[src/rtl/decode_stage_pipe_if.sv]
// Handshake and field bus between IF/ID, the decode stage and execute.
// The slave view belongs to the decode stage; the master view is its environment.
interface decode_stage_pipe_if #(
    parameter int unsigned DATA_W = 32,
    parameter int unsigned CNT_W  = 16
);
    logic              in_valid;
    logic              in_ready;
    logic [31:0]       in_instr;
    logic [DATA_W-1:0] in_pc4;
    logic              flush;
    logic              out_valid;
    logic              out_ready;
    logic [5:0]        out_opcode;
    logic [4:0]        out_rs;
    logic [4:0]        out_rt;
    logic [4:0]        out_rd;
    logic [4:0]        out_shamt;
    logic [5:0]        out_funct;
    logic [DATA_W-1:0] out_imm;
    logic [DATA_W-1:0] out_btarget;
    logic [DATA_W-1:0] out_jtarget;
    logic [DATA_W-1:0] out_pc4;
    logic              hazard;
    logic [CNT_W-1:0]  stall_count;

    modport master (
        output in_valid, in_instr, in_pc4, flush, out_ready,
        input  in_ready, out_valid, out_opcode, out_rs, out_rt, out_rd, out_shamt,
               out_funct, out_imm, out_btarget, out_jtarget, out_pc4, hazard, stall_count
    );

    modport slave (
        input  in_valid, in_instr, in_pc4, flush, out_ready,
        output in_ready, out_valid, out_opcode, out_rs, out_rt, out_rd, out_shamt,
               out_funct, out_imm, out_btarget, out_jtarget, out_pc4, hazard, stall_count
    );
endinterface

[src/rtl/decode_stage_pipe.sv]
// Registered MIPS decode stage: splits the instruction into fields, builds the
// immediate and branch/jump targets, and holds them in an ID/EX register with a
// valid/ready handshake. A load followed by a dependent instruction costs one bubble.
// DATA_W must be at least 32.
module decode_stage_pipe #(
    parameter int unsigned DATA_W     = 32,
    parameter int unsigned CNT_W      = 16,
    parameter bit          LOGIC_SEXT = 1'b0
) (
    input logic                clk,
    input logic                rst_n,
    decode_stage_pipe_if.slave bus
);

    function automatic logic is_load(input logic [5:0] opc);
        return opc inside {6'h20, 6'h21, 6'h23, 6'h24, 6'h25};
    endfunction

    // Opcodes whose rt field is a source operand rather than a destination.
    function automatic logic uses_rt(input logic [5:0] opc);
        return opc inside {6'h00, 6'h04, 6'h05, 6'h28, 6'h29, 6'h2B};
    endfunction

    logic [5:0]  op;
    logic [4:0]  rs;
    logic [4:0]  rt;
    logic [4:0]  rd;
    logic [4:0]  shamt;
    logic [5:0]  funct;
    logic [15:0] imm16;

    assign op    = bus.in_instr[31:26];
    assign rs    = bus.in_instr[25:21];
    assign rt    = bus.in_instr[20:16];
    assign rd    = bus.in_instr[15:11];
    assign shamt = bus.in_instr[10:6];
    assign funct = bus.in_instr[5:0];
    assign imm16 = bus.in_instr[15:0];

    logic [DATA_W-1:0] sext16;
    logic [DATA_W-1:0] imm_ext;
    logic [DATA_W-1:0] btarget;
    logic [DATA_W-1:0] jtarget;

    // Immediate extension selected by opcode; lui result is sign-extended from bit 31.
    always_comb begin
        sext16  = DATA_W'($signed(imm16));
        imm_ext = sext16;
        case (op)
            6'h0F:               imm_ext = DATA_W'($signed({imm16, 16'h0000}));
            6'h0C, 6'h0D, 6'h0E: imm_ext = LOGIC_SEXT ? sext16 : DATA_W'(imm16);
            default:             imm_ext = sext16;
        endcase
    end

    // Branch target wraps modulo 2^DATA_W; jump keeps the upper PC bits.
    always_comb begin
        btarget = bus.in_pc4 + (sext16 << 2);
        jtarget = {bus.in_pc4[DATA_W-1:28], bus.in_instr[25:0], 2'b00};
    end

    logic              valid_q, valid_d;
    logic [CNT_W-1:0]  stall_q, stall_d;
    logic              load;
    logic [5:0]        opcode_q;
    logic [4:0]        rs_q;
    logic [4:0]        rt_q;
    logic [4:0]        rd_q;
    logic [4:0]        shamt_q;
    logic [5:0]        funct_q;
    logic [DATA_W-1:0] imm_q;
    logic [DATA_W-1:0] btarget_q;
    logic [DATA_W-1:0] jtarget_q;
    logic [DATA_W-1:0] pc4_q;

    logic advance;
    logic hazard;

    // Load-use detection against the instruction currently held in the register.
    always_comb begin
        advance = !valid_q || bus.out_ready;
        hazard  = bus.in_valid && valid_q && is_load(opcode_q) && (rt_q != 5'd0) &&
                  ((rt_q == rs) || (uses_rt(op) && (rt_q == rt)));
    end

    // Next-state control: flush beats everything, then bubble, capture or drain.
    always_comb begin
        valid_d = valid_q;
        stall_d = stall_q;
        load    = 1'b0;
        if (bus.flush) begin
            valid_d = 1'b0;
        end else if (advance) begin
            if (hazard) begin
                valid_d = 1'b0;
                if (stall_q != {CNT_W{1'b1}}) begin
                    stall_d = stall_q + CNT_W'(1);
                end
            end else if (bus.in_valid) begin
                valid_d = 1'b1;
                load    = 1'b1;
            end else begin
                valid_d = 1'b0;
            end
        end
    end

    // Control state register.
    always_ff @(posedge clk or negedge rst_n) begin
        if (!rst_n) begin
            valid_q <= 1'b0;
            stall_q <= '0;
        end else begin
            valid_q <= valid_d;
            stall_q <= stall_d;
        end
    end

    // ID/EX data fields; they hold across bubbles, flushes and backpressure.
    always_ff @(posedge clk or negedge rst_n) begin
        if (!rst_n) begin
            opcode_q  <= '0;
            rs_q      <= '0;
            rt_q      <= '0;
            rd_q      <= '0;
            shamt_q   <= '0;
            funct_q   <= '0;
            imm_q     <= '0;
            btarget_q <= '0;
            jtarget_q <= '0;
            pc4_q     <= '0;
        end else if (load) begin
            opcode_q  <= op;
            rs_q      <= rs;
            rt_q      <= rt;
            rd_q      <= rd;
            shamt_q   <= shamt;
            funct_q   <= funct;
            imm_q     <= imm_ext;
            btarget_q <= btarget;
            jtarget_q <= jtarget;
            pc4_q     <= bus.in_pc4;
        end
    end

    assign bus.in_ready    = advance && !hazard && !bus.flush;
    assign bus.hazard      = hazard;
    assign bus.out_valid   = valid_q;
    assign bus.out_opcode  = opcode_q;
    assign bus.out_rs      = rs_q;
    assign bus.out_rt      = rt_q;
    assign bus.out_rd      = rd_q;
    assign bus.out_shamt   = shamt_q;
    assign bus.out_funct   = funct_q;
    assign bus.out_imm     = imm_q;
    assign bus.out_btarget = btarget_q;
    assign bus.out_jtarget = jtarget_q;
    assign bus.out_pc4     = pc4_q;
    assign bus.stall_count = stall_q;

endmodule

[src/flat_wrapper.sv]
// flat-port wrapper written by rule: the top's interface ports become plain ports
module decode_stage_pipe_flat 
#(
    parameter int unsigned DATA_W     = 32,
    parameter int unsigned CNT_W      = 16,
    parameter bit          LOGIC_SEXT = 1'b0
)
  (clk, rst_n, bus_in_valid, bus_in_instr, bus_in_pc4, bus_flush, bus_out_ready, bus_in_ready, bus_out_valid, bus_out_opcode, bus_out_rs, bus_out_rt, bus_out_rd, bus_out_shamt, bus_out_funct, bus_out_imm, bus_out_btarget, bus_out_jtarget, bus_out_pc4, bus_hazard, bus_stall_count);
  decode_stage_pipe_if #(.DATA_W(DATA_W), .CNT_W(CNT_W)) bus_i ();
  input logic clk;
  input logic rst_n;
  input wire logic [$bits(bus_i.in_valid)-1:0] bus_in_valid;
  input wire logic [$bits(bus_i.in_instr)-1:0] bus_in_instr;
  input wire logic [$bits(bus_i.in_pc4)-1:0] bus_in_pc4;
  input wire logic [$bits(bus_i.flush)-1:0] bus_flush;
  input wire logic [$bits(bus_i.out_ready)-1:0] bus_out_ready;
  output wire logic [$bits(bus_i.in_ready)-1:0] bus_in_ready;
  output wire logic [$bits(bus_i.out_valid)-1:0] bus_out_valid;
  output wire logic [$bits(bus_i.out_opcode)-1:0] bus_out_opcode;
  output wire logic [$bits(bus_i.out_rs)-1:0] bus_out_rs;
  output wire logic [$bits(bus_i.out_rt)-1:0] bus_out_rt;
  output wire logic [$bits(bus_i.out_rd)-1:0] bus_out_rd;
  output wire logic [$bits(bus_i.out_shamt)-1:0] bus_out_shamt;
  output wire logic [$bits(bus_i.out_funct)-1:0] bus_out_funct;
  output wire logic [$bits(bus_i.out_imm)-1:0] bus_out_imm;
  output wire logic [$bits(bus_i.out_btarget)-1:0] bus_out_btarget;
  output wire logic [$bits(bus_i.out_jtarget)-1:0] bus_out_jtarget;
  output wire logic [$bits(bus_i.out_pc4)-1:0] bus_out_pc4;
  output wire logic [$bits(bus_i.hazard)-1:0] bus_hazard;
  output wire logic [$bits(bus_i.stall_count)-1:0] bus_stall_count;
  assign bus_i.in_valid = bus_in_valid;
  assign bus_i.in_instr = bus_in_instr;
  assign bus_i.in_pc4 = bus_in_pc4;
  assign bus_i.flush = bus_flush;
  assign bus_i.out_ready = bus_out_ready;
  assign bus_in_ready = bus_i.in_ready;
  assign bus_out_valid = bus_i.out_valid;
  assign bus_out_opcode = bus_i.out_opcode;
  assign bus_out_rs = bus_i.out_rs;
  assign bus_out_rt = bus_i.out_rt;
  assign bus_out_rd = bus_i.out_rd;
  assign bus_out_shamt = bus_i.out_shamt;
  assign bus_out_funct = bus_i.out_funct;
  assign bus_out_imm = bus_i.out_imm;
  assign bus_out_btarget = bus_i.out_btarget;
  assign bus_out_jtarget = bus_i.out_jtarget;
  assign bus_out_pc4 = bus_i.out_pc4;
  assign bus_hazard = bus_i.hazard;
  assign bus_stall_count = bus_i.stall_count;
  decode_stage_pipe #(.DATA_W(DATA_W), .CNT_W(CNT_W), .LOGIC_SEXT(LOGIC_SEXT)) u_core (.clk(clk), .rst_n(rst_n), .bus(bus_i));
endmodule
[config.mk]
export PLATFORM = sky130hd
export DESIGN_NAME = decode_stage_pipe_flat
export DESIGN_NICKNAME = d
export VERILOG_FILES = /design/src/rtl/decode_stage_pipe_if.sv /design/src/rtl/decode_stage_pipe.sv /design/src/flat_wrapper.sv
export SDC_FILE = /design/constraint.sdc
export NUM_CORES = 1
export LEC_CHECK = 0
export CAP_MARGIN = 25
export CORE_AREA = 2 2 126 128
export DETAILED_ROUTE_END_ITERATION = 6
export DIE_AREA = 0 0 128 130
export GPL_ROUTABILITY_DRIVEN = 0
export PLACE_DENSITY = 0.82
export SETUP_SLACK_MARGIN = 0.05
export SLEW_MARGIN = 20
export SYNTH_ARGS = -nofsm -noshare
export SYNTH_HDL_FRONTEND = slang
export SYNTH_SLANG_ARGS = --single-unit
export TNS_END_PERCENT = 10
[constraint.sdc]
create_clock -name clk -period 5.1 [get_ports clk]
set_input_delay 1.53 -clock clk [delete_from_list [all_inputs] [get_ports clk]]
set_output_delay 1.53 -clock clk [all_outputs]
set_load 0.02 [all_outputs]
==> results.md, run 1 <==
- Summed over all failing endpoints, the final setup total negative slack is 0 ns.
- 0 antenna diodes ended up in the layout.
- The power per standard cell area is 368 nW/um2.
- The hold path endpoint is u_core.bus.out_imm[12]$_DFFE_PN0P_.
- Derived from the worst setup path, the maximum achievable clock frequency is 200 MHz.
- The cell at the slowest stage of the critical path is sky130_fd_sc_hd__clkdlybuf4s50_1.
- In the routed layout, each cell is associated on average with a via count of 5.32.
- The number of max-slew violations in the final report is 0.
- The final period demand of the worst path is 4.99 ns.
- For this run, the number of standard cells in the final layout without fillers is 1279.
- For this run, asynchronously set or reset flops after synthesis account for 1.00.
- The final layout net count is 1174.
- The peak supply drop is 0.000256 V.
- The number of placed instances, taps included, is 1247.
- The instance count along the most critical hold path is 2.
- The first global-routing pass estimated 33.8 mm of wire.
- The number of violations of the max-capacitance limit is 0.
- In this run the most critical hold path is launched from u_core.bus.out_imm[12]$_DFFE_PN0P_.
- For the worst flop-to-flop path, the logic depth is 8.
- The number of flops mapped to enable cells by yosys is 0.
- Grouping stages by cell kind, the critical path spends the most delay in buffers and inverters.
- The clock sink count is 143.
- The total overflow left after global routing is 0.
- The fraction of the yosys area taken by sequential cells is 0.474.
- The total of flip-flops plus latches after synthesis is 143.
- The area overhead of the layout relative to synthesis is 39.5%.
- Sorting the synthesized cells by area gives the leading types as sky130_fd_sc_hd__dfrtp_1 (47%), sky130_fd_sc_hd__nand2_1 (15%), sky130_fd_sc_hd__ha_1 (5.0%).
- The clock insertion delay at the later pin of the skew report is 0.43 ns.
- The library cell used most frequently in the layout, excluding fill and tap cells, is sky130_fd_sc_hd__nand2_1.
- In this run the tightest slew margin relative to its limit is 0.449.
- The total count of hold-check failures in the final report is 0.
- The initialized floorplan defines 46 standard-cell rows.
- On the worst path, the slowest cell contributes a delay of 0.64 ns.
- Clock-pin slew was measured on the worst setup and hold paths at 0.06 ns.
- The buffer levels on the longest clock path is 2.
- The total core area is 15400 um2.
- At the worst endpoint, the arrival time is 3.46 ns.
- The via count of the first global-routing pass is 6575.
- The HPWL after detailed placement is 16.0 mm.
- The floorplan step set the die width to 128 um.
- At the pin with the least slew margin, the transition time is 0.825 ns.
- STA puts the critical path data required time at 3.57 ns.
- For this block, the routed nets add up to 21.6 mm of wire.
- The tightest min-delay check is of the reg -> reg type.
- The final cycle utilization of the critical path is 0.979.
- A synthesized cell averages 8.72 um2.
- Clock tree synthesis inserted a total of 17 buffers.
- Setup repair after global routing left no endpoint under its margin.
- The netlist area before placement is 7550 um2.
- The kind of capture point of the worst setup path is an output pin.
- The worst register-to-register path begins at u_core.bus.out_rt[0]$_DFFE_PN0P_.
- In the layout the commonest cells are sky130_fd_sc_hd__nand2_1 (299), sky130_fd_sc_hd__clkdlybuf4s50_1 (244), sky130_fd_sc_hd__dfrtp_1 (143).
- The distinct cell type count of the synthesized netlist is 53.
- In the routed design, unresolved DRC markers number 0.
- Setup violations remaining at the end of the flow were counted as 0.
- The H-tree depth is 4.
- The tree is rooted in a sky130_fd_sc_hd__clkbuf_16.
- The number of antenna violations at the first check in global routing is 0.
- The filler cells instantiated in the layout total 1237.
- The worst register-to-register path ends at u_core.bus.out_imm[2]$_DFFE_PN0P_.
- The leakage power total is 4.85 nW.
- In the global route stage, overall resource usage came out at 0.262.
- After detailed placement, the total cell area comes to 9960 um2.
- The overall via count from detail_route is 6799.
- The worst setup path is launched from a primary input.
- The signal on the critical path passes through clkdlybuf4s50_1 > nor2b_1 > o31ai_1 > nand4_1 > a21oi_2 > clkdlybuf4s50_1.
- After the first detailed-routing iteration, the DRC count stood at 385.
- For this run, the number of Yosys warnings is 0.
- The initial utilization of the core area, before any placement, comes to 0.489.
- Along the worst path, the maximum fanout reaches 5.
- The port buffer count is 245.
- Clock skew on the completed layout was measured at 0.00742 ns.
- The top flip-flop cell by instance count after synthesis is sky130_fd_sc_hd__dfrtp_1.
- The die covers 16600 um2.
- The maximum number of pins on one net before global-route repair is 82.
- Buffers added to address setup during post-CTS repair amount to 0.
- The first-pass iteration count of the detailed router is 5.
- The CTS tree is done.
- The finished layout cell area is 10500 um2.
- The routed length per placed instance is 16.9 um.
- The largest area contributor in the synthesized netlist is sky130_fd_sc_hd__dfrtp_1.
- The ratio of cells with drive above 1 in the final layout is 0.0515.
- At the placement stage, the worst setup path has a slack of 0.0483 ns.
- Of the post-synthesis cell area, the dominant cell type holds 0.474.
- The dominant cell type by count on the critical path is sky130_fd_sc_hd__clkdlybuf4s50_1.
- The setup path with the least slack is of type in -> out.
- Setup slack on the worst reg-to-reg path comes out at 2.12 ns.
- The final worst slack is 0.108 ns.
- The flow ran to the end, and the final reports show no timing, DRC or antenna violations.
- Synthesis handed over a netlist of 866 instances.
- The I/O pin count is 248.
- The buffer and inverter count on the worst path is 2.
- The height of the chip is 130 um.
- The count of nets left with antenna violations after detail routing is 0.
[metal layers]
metal	GRT usage	share of wire
met2	0.443	0.49
met4	0.0963	0.023
met3	0.0541	0.059
met5	0	0
met1	0.336	0.43
[state kept, by name, summed over array words and instances (netlist names)]
signal                  flops
u_core.bus.out_jtarget      5
u_core.bus.stall_count     16
u_core.bus.out_rt           4
u_core.bus.out_btarget     30
u_core.bus.out_valid        1
u_core.bus.out_imm         32
u_core.bus.out_shamt        4
u_core.bus.out_opcode       6
u_core.bus.out_rd           4
u_core.bus.out_funct        5
u_core.bus.out_pc4         32
u_core.bus.out_rs           4
[synth_stat cells, types with 2 or more instances]
cell	instances
sky130_fd_sc_hd__nand3_1	29
sky130_fd_sc_hd__or3_1	2
sky130_fd_sc_hd__o211ai_1	3
sky130_fd_sc_hd__xnor2_1	32
sky130_fd_sc_hd__o21a_1	4
sky130_fd_sc_hd__and4_1	3
sky130_fd_sc_hd__clkbuf_1	26
sky130_fd_sc_hd__nor2_1	18
sky130_fd_sc_hd__nor2b_1	6
sky130_fd_sc_hd__nor4b_1	2
sky130_fd_sc_hd__nor3_1	10
sky130_fd_sc_hd__o21ai_0	55
sky130_fd_sc_hd__o21bai_1	3
sky130_fd_sc_hd__a21oi_1	43
sky130_fd_sc_hd__or4_1	2
sky130_fd_sc_hd__a211oi_1	7
sky130_fd_sc_hd__buf_4	34
sky130_fd_sc_hd__a211o_1	2
sky130_fd_sc_hd__o21ai_1	4
sky130_fd_sc_hd__inv_1	9
sky130_fd_sc_hd__ha_1	30
sky130_fd_sc_hd__and3_1	5
sky130_fd_sc_hd__a21o_1	14
sky130_fd_sc_hd__nand2b_1	8
sky130_fd_sc_hd__xor2_1	19
sky130_fd_sc_hd__nand2_1	299
sky130_fd_sc_hd__o31ai_1	7
sky130_fd_sc_hd__dfrtp_1	143
sky130_fd_sc_hd__nand4_1	11
sky130_fd_sc_hd__nor4_1	2
sky130_fd_sc_hd__a31o_2	2
sky130_fd_sc_hd__buf_2	9
sky130_fd_sc_hd__and2_1	3
[timing repair]
action | 4_1_cts | 5_1_grt
resized for setup | 0 | 1
setup endpoints to repair | 0 | 2
hold buffers | 0 | 0
[power by group]
group | total [mW] | switching (mW) | leakage (nW) | internal, mW
sequential | 1.42 | 0.116 | 1.80 | 1.31
clock | 1.18 | 0.494 | 0.263 | 0.685
combinational | 1.26 | 0.690 | 2.79 | 0.575
total | 3.87 | 1.30 | 4.85 | 2.57
[how the worst max path moves through the flow]
stage                     start            to  cells after the start
6_report       bus_in_instr[26]    bus_hazard                      6
5_1_grt        bus_in_instr[18]    bus_hazard                      6
4_1_cts        bus_in_instr[18]    bus_hazard                      6
3_5_place_dp   bus_in_instr[18]    bus_hazard                      6
3_3_place_gp   bus_in_instr[18]    bus_hazard                      6
2_1_floorplan  bus_in_instr[18]  bus_in_ready                      5
[stage by stage]
| step | hold slack [ns] | power [mW] | utilization |
|---|---|---|---|
| 4_1_cts | 0.469 | 3.89 | 0.682 |
| 5_1_grt | 0.490 | 4.04 | 0.682 |
| 6_report | 0.467 | 3.87 | 0.682 |
| 3_5_place_dp | 0.455 | 2.70 | 0.646 |
| 2_1_floorplan | 0.574 | 2.10 | - |
| 3_3_place_gp | 0.448 | 2.68 | 0.645 |
[worst register-to-register path, delay by kind of cell (launching register included)]
family          cells  cell delay [ns]
buf+inv             2             0.75
flops               1             0.44
compound gates      2             0.23
simple gates        4             1.49
[kinds of logic (layout without fill, tap and decap cells)]
| group | after synthesis | after routing | share of synthesized area |
|---|---|---|---|
| adders and majority gates | 31 | 31 | 0.0524 |
| and+or+nand+nor | 404 | 404 | 0.226 |
| xor gates and xnor gates | 51 | 51 | 0.0592 |
| DFF | 143 | 143 | 0.474 |
| AOI/OAI and AO/OA | 156 | 156 | 0.127 |
| buffers and inverters | 79 | 299 | 0.0587 |
| muxes | 1 | 1 | 0.00149 |
| other | 1 | 2 | 0.000497 |
[layout make-up]
| class | instances | area, um2 | area share |
|---|---|---|---|
| well taps | 192 | 240 | 0.0228 |
| clock buffers | 20 | 447 | 0.0424 |
| clock inverters | 12 | 110 | 0.0105 |
| multi-input cells | 645 | 3550 | 0.337 |
| inverters | 9 | 33.8 | 0.00321 |
| repair buffers | 258 | 2560 | 0.244 |
| flip-flops and latches | 143 | 3580 | 0.340 |
Note: power is estimated with default switching activity, not from simulation.
==> run 2, diff against run 1 <==
--- a/config.mk
+++ b/config.mk
@@ -5,12 +5,14 @@
 export SDC_FILE = /design/constraint.sdc
 export NUM_CORES = 1
 export LEC_CHECK = 0
+export ABC_CLOCK_PERIOD_IN_PS = 5100
 export CAP_MARGIN = 25
-export CORE_AREA = 2 2 126 128
+export CORE_AREA = 2 2 133 135
 export DETAILED_ROUTE_END_ITERATION = 6
-export DIE_AREA = 0 0 128 130
+export DIE_AREA = 0 0 135 137
 export GPL_ROUTABILITY_DRIVEN = 0
-export PLACE_DENSITY = 0.82
+export HOLD_SLACK_MARGIN = 0.05
+export PLACE_DENSITY = 0.75
 export SETUP_SLACK_MARGIN = 0.05
 export SLEW_MARGIN = 20
 export SYNTH_ARGS = -nofsm -noshare
==> results.md, run 2 (synthesis gave the netlist of run 1 again) <==
- The layer carrying the most global-route usage is met2.
- The top cell types in the final layout, fill and taps aside, are sky130_fd_sc_hd__nand2_1 (299), sky130_fd_sc_hd__clkdlybuf4s50_1 (243), sky130_fd_sc_hd__dfrtp_1 (143).
- The number of antenna violations at the first check in global routing is 0 (unchanged).
- The starting DRC count in detailed routing is 422 (+9.6%).
- The number of violations of the max-capacitance limit is 0 (unchanged).
- The power per standard cell area was 372 nW/um2 (+1.1%).
- The ratio of cells with drive above 1 in the final layout is 0.0525 (+0.000968).
- The die extent in x came to 135 um (+5.5%).
- The run finished with clean final reports.
- The routed length per placed instance is 16.6 um (-1.7%).
- The commonest non-fill, non-tap cell in the layout is sky130_fd_sc_hd__nand2_1.
- The setup path with the least slack is of type in -> out.
- The initial core utilization was 0.442 (-0.0468).
- The peak supply drop is 0.000238 V (-7.1%).
- The slew at the pin with the worst max-slew slack came to 0.712 ns (-0.113 ns).
- The area of placed instances is 10000 um2 (+0.72%).
- The clock sink count was 143 (unchanged).
- The worst hold path belongs to the class reg -> reg.
- The number of failing setup endpoints in the final timing report is 0 (unchanged).
- The via count of the first global-routing pass is 6472 (-1.6%).
- The clock insertion delay at the later pin of the skew report was 0.43 ns (about the same).
- The overall via count from detail_route was 6821 (+0.32%).
- The met2 track demand over resource in global routing came to 0.386 (-0.0566).
- The worst slew margin relative to its limit is 0.524 (+0.0755).
- The met3 global-route usage came to 0.0604 (+0.00625).
- The final core utilization is 0.624 (-0.0587).
- The critical path data required time is 3.57 ns (about the same).
- The final layout net count came to 1173 (-0.085%).
- The leakage power total is 4.91 nW (+1.1%).
- The total CTS buffers is 17 (unchanged).
- The master cell of the clock root buffer is sky130_fd_sc_hd__clkbuf_16.
- The total core area came to 17100 um2 (+11%).
- The count of nets left with antenna violations after detail routing is 0 (unchanged).
- The buffer levels on the longest clock path came to 2 (unchanged).
- The setup TNS after final layout is 0 ns (unchanged).
- The antenna cell count is 0 (unchanged).
- The setup slack of the most critical reg-to-reg path was 2.45 ns (+0.33 ns).
- The global-route wire length before repair is 34.4 mm (+1.6%).
- The smallest hold slack was 0.461 ns (-0.00591 ns).
- The worst flop-to-flop path endpoint is u_core.bus.out_imm[2]$_DFFE_PN0P_.
- The clock edge transition at the registers on the reported setup and hold paths is 0.06 ns (about the same).
- The HPWL after detailed placement came to 16.3 mm (+1.8%).
- The critical path starts at bus_in_instr[26].
- The final period demand of the worst path was 4.96 ns (-0.0301 ns).
- The per-cell via count in the routed design is 5.20 (-2.1%).
- The total global routing track utilization is 0.237 (-0.0253).
- The final cycle utilization of the critical path is 0.973 (-0.00591).
- The height of the chip came to 137 um (+5.4%).
- The highest fanout seen on the critical path is 5 (unchanged).
- The sum of internal, switching and leakage power came to 3.95 mW (+2.2%).
- The critical path ends at bus_in_ready.
- The finished layout cell area is 10600 um2 (+1.1%).
- The worst-case reg-to-reg path depth is 8 (unchanged).
- The fmax is 202 MHz (+0.61%).
- The met1 capacity usage during global routing is 0.312 (-0.0247).
- The kind of capture point of the worst setup path is an output pin.
- The total global routing overflow came to 0 (unchanged).
- The worst setup path is launched from a primary input.
- The site row count is 48 (+4.3%).
- Setup repair after global routing could not meet its margin everywhere.
- The worst path arrival time came to 3.43 ns (-0.03 ns).
- The total wire length is 21.8 mm (+0.72%).
- The number of filler instances in the final layout is 1517 (+23%).
- The area enclosed by the die boundary is 18500 um2 (+11%).
- The number of max-slew violations in the final report is 0 (unchanged).
- The I/O pin count was 248 (unchanged).
- The area growth from synthesis to layout is 40.9%.
- The remaining routing DRC violations is 0 (unchanged).
- The port buffer count was 245 (unchanged).
- The total count of hold-check failures in the final report was 0 (unchanged).
- The worst register-to-register path begins at u_core.bus.out_rt[3]$_DFFE_PN0P_.
- The first-pass iteration count of the detailed router is 4 (-1).
- The maximum number of pins on one net before global-route repair is 82 (unchanged).
- The largest clock skew in the final design is 0.0139 ns (+0.00653 ns).
- The CTS tree is done.
- The H-tree depth is 4 (unchanged).
- The number of buffers inserted for hold repair after clock tree synthesis is 0 (unchanged).
-- run 2: cell types whose count changed in the layout (fill, tap and decap cells not counted), moves of 2 or more --
cell | previous run | this run
sky130_fd_sc_hd__inv_6 | 3 | 8
sky130_fd_sc_hd__buf_4 | 12 | 8
sky130_fd_sc_hd__buf_12 | 1 | 4
sky130_fd_sc_hd__clkbuf_1 | 2 | 0
sky130_fd_sc_hd__clkinv_2 | 3 | 1
sky130_fd_sc_hd__clkinvlp_4 | 4 | 2
-- run 2: area by class of cell --
class | instances | area [um2] | area share
Tap cell | 225 | 282 | 0.0265
Inverter | 9 | 33.8 | 0.00318
Multi-Input combinational cell | 645 | 3550 | 0.334
Clock buffer | 17 | 425 | 0.0400
Sequential cell | 143 | 3580 | 0.336
Clock inverter | 15 | 170 | 0.0160
Timing Repair Buffer | 257 | 2600 | 0.244
-- run 2: worst min-delay path by stage --
stage                                             from                                  to  slack (ns)  depth (start not counted)
floorplan            u_core.bus.out_imm[0]$_DFFE_PN0P_   u_core.bus.out_imm[0]$_DFFE_PN0P_        0.57                          2
global placement     u_core.bus.out_imm[8]$_DFFE_PN0P_   u_core.bus.out_imm[8]$_DFFE_PN0P_        0.45                          2
detailed placement  u_core.bus.out_imm[31]$_DFFE_PN0P_  u_core.bus.out_imm[31]$_DFFE_PN0P_        0.45                          2
CTS                 u_core.bus.out_imm[31]$_DFFE_PN0P_  u_core.bus.out_imm[31]$_DFFE_PN0P_        0.47                          2
global route        u_core.bus.out_imm[11]$_DFFE_PN0P_  u_core.bus.out_imm[11]$_DFFE_PN0P_        0.49                          2
finish              u_core.bus.out_imm[11]$_DFFE_PN0P_  u_core.bus.out_imm[11]$_DFFE_PN0P_        0.46                          2
-- run 2: critical path, stage by stage --
cell and delay, ns:
sky130_fd_sc_hd__clkdlybuf4s50_1 0.51, sky130_fd_sc_hd__nor2b_1 0.19, sky130_fd_sc_hd__o31ai_1 0.24, sky130_fd_sc_hd__nand4_1 0.15, sky130_fd_sc_hd__a21oi_2 0.21, sky130_fd_sc_hd__nor2b_1 0.06, sky130_fd_sc_hd__clkdlybuf4s50_1 0.53
-- run 2: repair_timing --
item,CTS,global route
buffers inserted,0,0
endpoints found under the setup margin,0,2
gates resized for setup,0,2
-- run 2: through the flow --
stage	std cells	setup slack (ns)
floorplan	867	0.922
global placement	1279	0.0794
detailed placement	1279	0.0731
CTS	1311	0.0715
global route	1311	0.0319
finish	1311	0.139
-- run 2: power by group --
| group | internal (mW) | switching (mW) |
|---|---|---|
| Clock | 0.736 | 0.530 |
| Combinational | 0.577 | 0.685 |
| Sequential | 1.31 | 0.118 |
| Total | 2.62 | 1.33 |
-- run 2: metal layers --
metal / vias to the layer above / wire length (um) / part of all wire
li1: 3292 / - / -
met1: 3224 / 9380 / 0.43
met2: 270 / 10500 / 0.48
met3: 35 / 1570 / 0.072
met4: 0 / 397 / 0.018
met5: - / 0 / 0
==> run 3, diff against run 2 <==
--- a/config.mk
+++ b/config.mk
@@ -7,11 +7,10 @@
 export LEC_CHECK = 0
 export ABC_CLOCK_PERIOD_IN_PS = 5100
 export CAP_MARGIN = 25
-export CORE_AREA = 2 2 133 135
+export CORE_AREA = 4 4 135 137
 export DETAILED_ROUTE_END_ITERATION = 6
-export DIE_AREA = 0 0 135 137
+export DIE_AREA = 0 0 139 141
 export GPL_ROUTABILITY_DRIVEN = 0
-export HOLD_SLACK_MARGIN = 0.05
 export PLACE_DENSITY = 0.75
 export SETUP_SLACK_MARGIN = 0.05
 export SLEW_MARGIN = 20
==> results.md, run 3 (synthesis gave the netlist of run 1 again) <==
- The flow ran to the end, and the final reports show no timing, DRC or antenna violations.
- The clock edge transition at the registers on the reported setup and hold paths came to 0.06 ns (about the same).
- The switching power of the nets came to 1.35 mW (+1.2%).
- The power per standard cell area is 378 nW/um2 (+1.6%).
- The final cycle utilization of the critical path was 0.959 (-0.0141).
- The CTS tree is done.
- The sum of internal, switching and leakage power came to 4.02 mW (+1.6%).
- The routed length per placed instance is 17.5 um (+5.0%).
- The kind of capture point of the worst setup path is an output pin.
- The clock sink count is 143 (unchanged).
- The share of total power in the clock network was 0.330 (+0.010).
- The worst path arrival time came to 3.36 ns (-0.07 ns).
- The commonest non-fill, non-tap cell in the layout is sky130_fd_sc_hd__nand2_1.
- The number of violations of the max-capacitance limit is 0 (unchanged).
- The initial core utilization is 0.442 (unchanged).
- The number of failing setup endpoints in the final timing report came to 0 (unchanged).
- The setup TNS after final layout is 0 ns (unchanged).
- The maximum number of pins on one net before global-route repair is 78 (-4.9%).
- The total core area came to 17100 um2 (unchanged).
- The via count of the first global-routing pass is 6942 (+7.3%).
- The class of the tightest hold or removal check is reg -> reg.
- The die extent in x came to 139 um (+3.0%).
- Setup repair after global routing could not meet its margin everywhere.
- The sort of element at the start of the critical path is a primary input.
- The H-tree depth was 4 (unchanged).
- The worst slew margin relative to its limit was 0.493 (-0.0315).
- The setup path with the least slack is of type in -> out.
- The buffer levels on the longest clock path was 2 (unchanged).
- The count of non-filler cells in the finished layout is 1312 (+0.076%).
- The overall via count from detail_route was 6888 (+0.98%).
- The highest fanout seen on the critical path came to 5 (unchanged).
- The final layout net count is 1172 (-0.085%).
- The starting DRC count in detailed routing is 300 (-29%).
- The final core utilization is 0.624 (about the same).
- The total CTS buffers is 17 (unchanged).
- The combinational power share is 0.315 (-0.004).
- The count of nets left with antenna violations after detail routing is 0 (unchanged).
- The number of filler instances in the final layout came to 1507 (-0.66%).
- The top cell types in the final layout, fill and taps aside, are sky130_fd_sc_hd__nand2_1 (299), sky130_fd_sc_hd__clkdlybuf4s50_1 (243), sky130_fd_sc_hd__dfrtp_1 (143).
- The number of cells after detailed placement is 1278 (-0.078%).
- The HPWL after detailed placement is 17.1 mm (+5.2%).
- The global-route wire length before repair is 36.7 mm (+6.9%).
- The site row count is 48 (unchanged).
- The fmax is 205 MHz (+1.5%).
- The total global routing overflow was 0 (unchanged).
- The net switching share of the total power came to 0.336 (-0.00158).
- The register area is 3580 um2 (unchanged).
- In this run the most critical hold path is launched from u_core.bus.out_imm[31]$_DFFE_PN0P_.
- The leakage power total is 4.91 nW (+0.11%).
- The master cell of the clock root buffer is sky130_fd_sc_hd__clkbuf_16.
- The area overhead of the layout relative to synthesis came to 41.0% (about the same).
- The port buffer count came to 245 (unchanged).
- The area taken by multi-input logic gates came to 3550 um2 (unchanged).
- The final period demand of the worst path is 4.89 ns (-0.0720 ns).
- The per-cell via count in the routed design came to 5.25 (+0.91%).
- The ratio of cells with drive above 1 in the final layout is 0.0516 (-0.000873).
- The I/O pin count is 248 (unchanged).
- In this run the worst setup path begins at bus_in_instr[26].
- The post-CTS setup-driven buffer insertion count is 0 (unchanged).
- The remaining routing DRC violations came to 0 (unchanged).
- The total wire length is 22.9 mm (+5.1%).
- The sequential cell fraction of total power is 0.355 (-0.006).
- The total count of hold-check failures in the final report is 0 (unchanged).
- The slew at the pin with the worst max-slew slack is 0.759 ns (+0.0472 ns).
- The critical path data required time is 3.57 ns (about the same).
- The first-pass iteration count of the detailed router is 5 (+1).
- The total global routing track utilization is 0.234 (-0.00308).
- The clock insertion delay at the later pin of the skew report is 0.43 ns (about the same).
- The number of antenna violations at the first check in global routing is 2 (+2).
- The total internal power was 2.67 mW (+1.9%).
- The number of max-slew violations in the final report is 0 (unchanged).
- The area enclosed by the die boundary is 19600 um2 (+6.0%).
- The height of the chip is 141 um (+2.9%).
- The startpoint identified for the worst register-to-register timing path is u_core.bus.out_rt[3]$_DFFE_PN0P_.
- The peak supply drop is 0.000251 V (+5.7%).
- The largest clock skew in the final design is 0.0121 ns (-0.00189 ns).
[run 3: cell types whose count changed in the layout (fill, tap and decap cells not counted), sizes merged]
cell      previous run  this run
buf                 13        12
bufinv               2         3
clkinv               2         4
clkinvlp             2         1
diode                0         2
inv                 18        16
[run 3: metrics by stage]
stage / cell area, um2 / hold slack, ns / worst slack, ns
after detailed placement: 10000 / 0.455 / 0.0762
after global placement: 10000 / 0.449 / 0.110
after global routing: 10600 / 0.494 / 0.0321
after floorplan: 7550 / 0.574 / 0.922
after CTS: 10600 / 0.469 / 0.0795
final: 10600 / 0.461 / 0.211
[run 3: power groups by stage]
stage	Clock (mW)	Sequential (mW)	Combinational, mW
3_5_place_dp	0	1.45	1.27
5_1_grt	1.40	1.45	1.36
6_report	1.33	1.43	1.27
2_1_floorplan	0	1.65	0.458
4_1_cts	1.35	1.43	1.27
3_3_place_gp	0	1.44	1.26
[run 3: final cells by class]
cell class,instances,share of cell area
clock inverters,15,0.0188
multi-input cells,645,0.334
clock buffers,17,0.0400
diodes,2,0.000470
flip-flops and latches,143,0.336
repair buffers,256,0.241
well taps,225,0.0265
inverters,9,0.00317
[run 3: path summary, 6_finish.rpt]
check                           depth (start not counted)  slack, ns                                  to
min in group asynchronous                               1       1.11  u_core.bus.out_pc4[30]$_DFFE_PN0P_
worst min register to register                          2       0.46  u_core.bus.out_imm[31]$_DFFE_PN0P_
max in group asynchronous                               2       3.02  u_core.bus.out_imm[31]$_DFFE_PN0P_
worst max-delay path                                    7       0.21                        bus_in_ready
worst min-delay path                                    2       0.46  u_core.bus.out_imm[31]$_DFFE_PN0P_
worst max register to register                          8       2.21  u_core.bus.out_imm[13]$_DFFE_PN0P_
[run 3: routing by layer]
layer  GRT usage  vias to the layer above  wire [um]
met5           0                        -          0
met4      0.0875                        0        588
met3      0.0628                       41       1460
met2       0.382                      253      11200
met1       0.300                     3303       9700
li1            -                     3291          -
[run 3: timing repair]
item,in CTS,in global routing
setup endpoints to repair,0,2
hold buffers,0,0
endpoints found under the hold margin,0,0
resized for setup,0,2
[run 3: worst max-delay path, cell delays in order]
cell	delay [ns]
sky130_fd_sc_hd__clkdlybuf4s50_1	0.52
sky130_fd_sc_hd__nor2b_1	0.18
sky130_fd_sc_hd__o31ai_1	0.19
sky130_fd_sc_hd__nand4_1	0.14
sky130_fd_sc_hd__a21oi_2	0.20
sky130_fd_sc_hd__nor2b_1	0.06
sky130_fd_sc_hd__clkdlybuf4s50_1	0.54
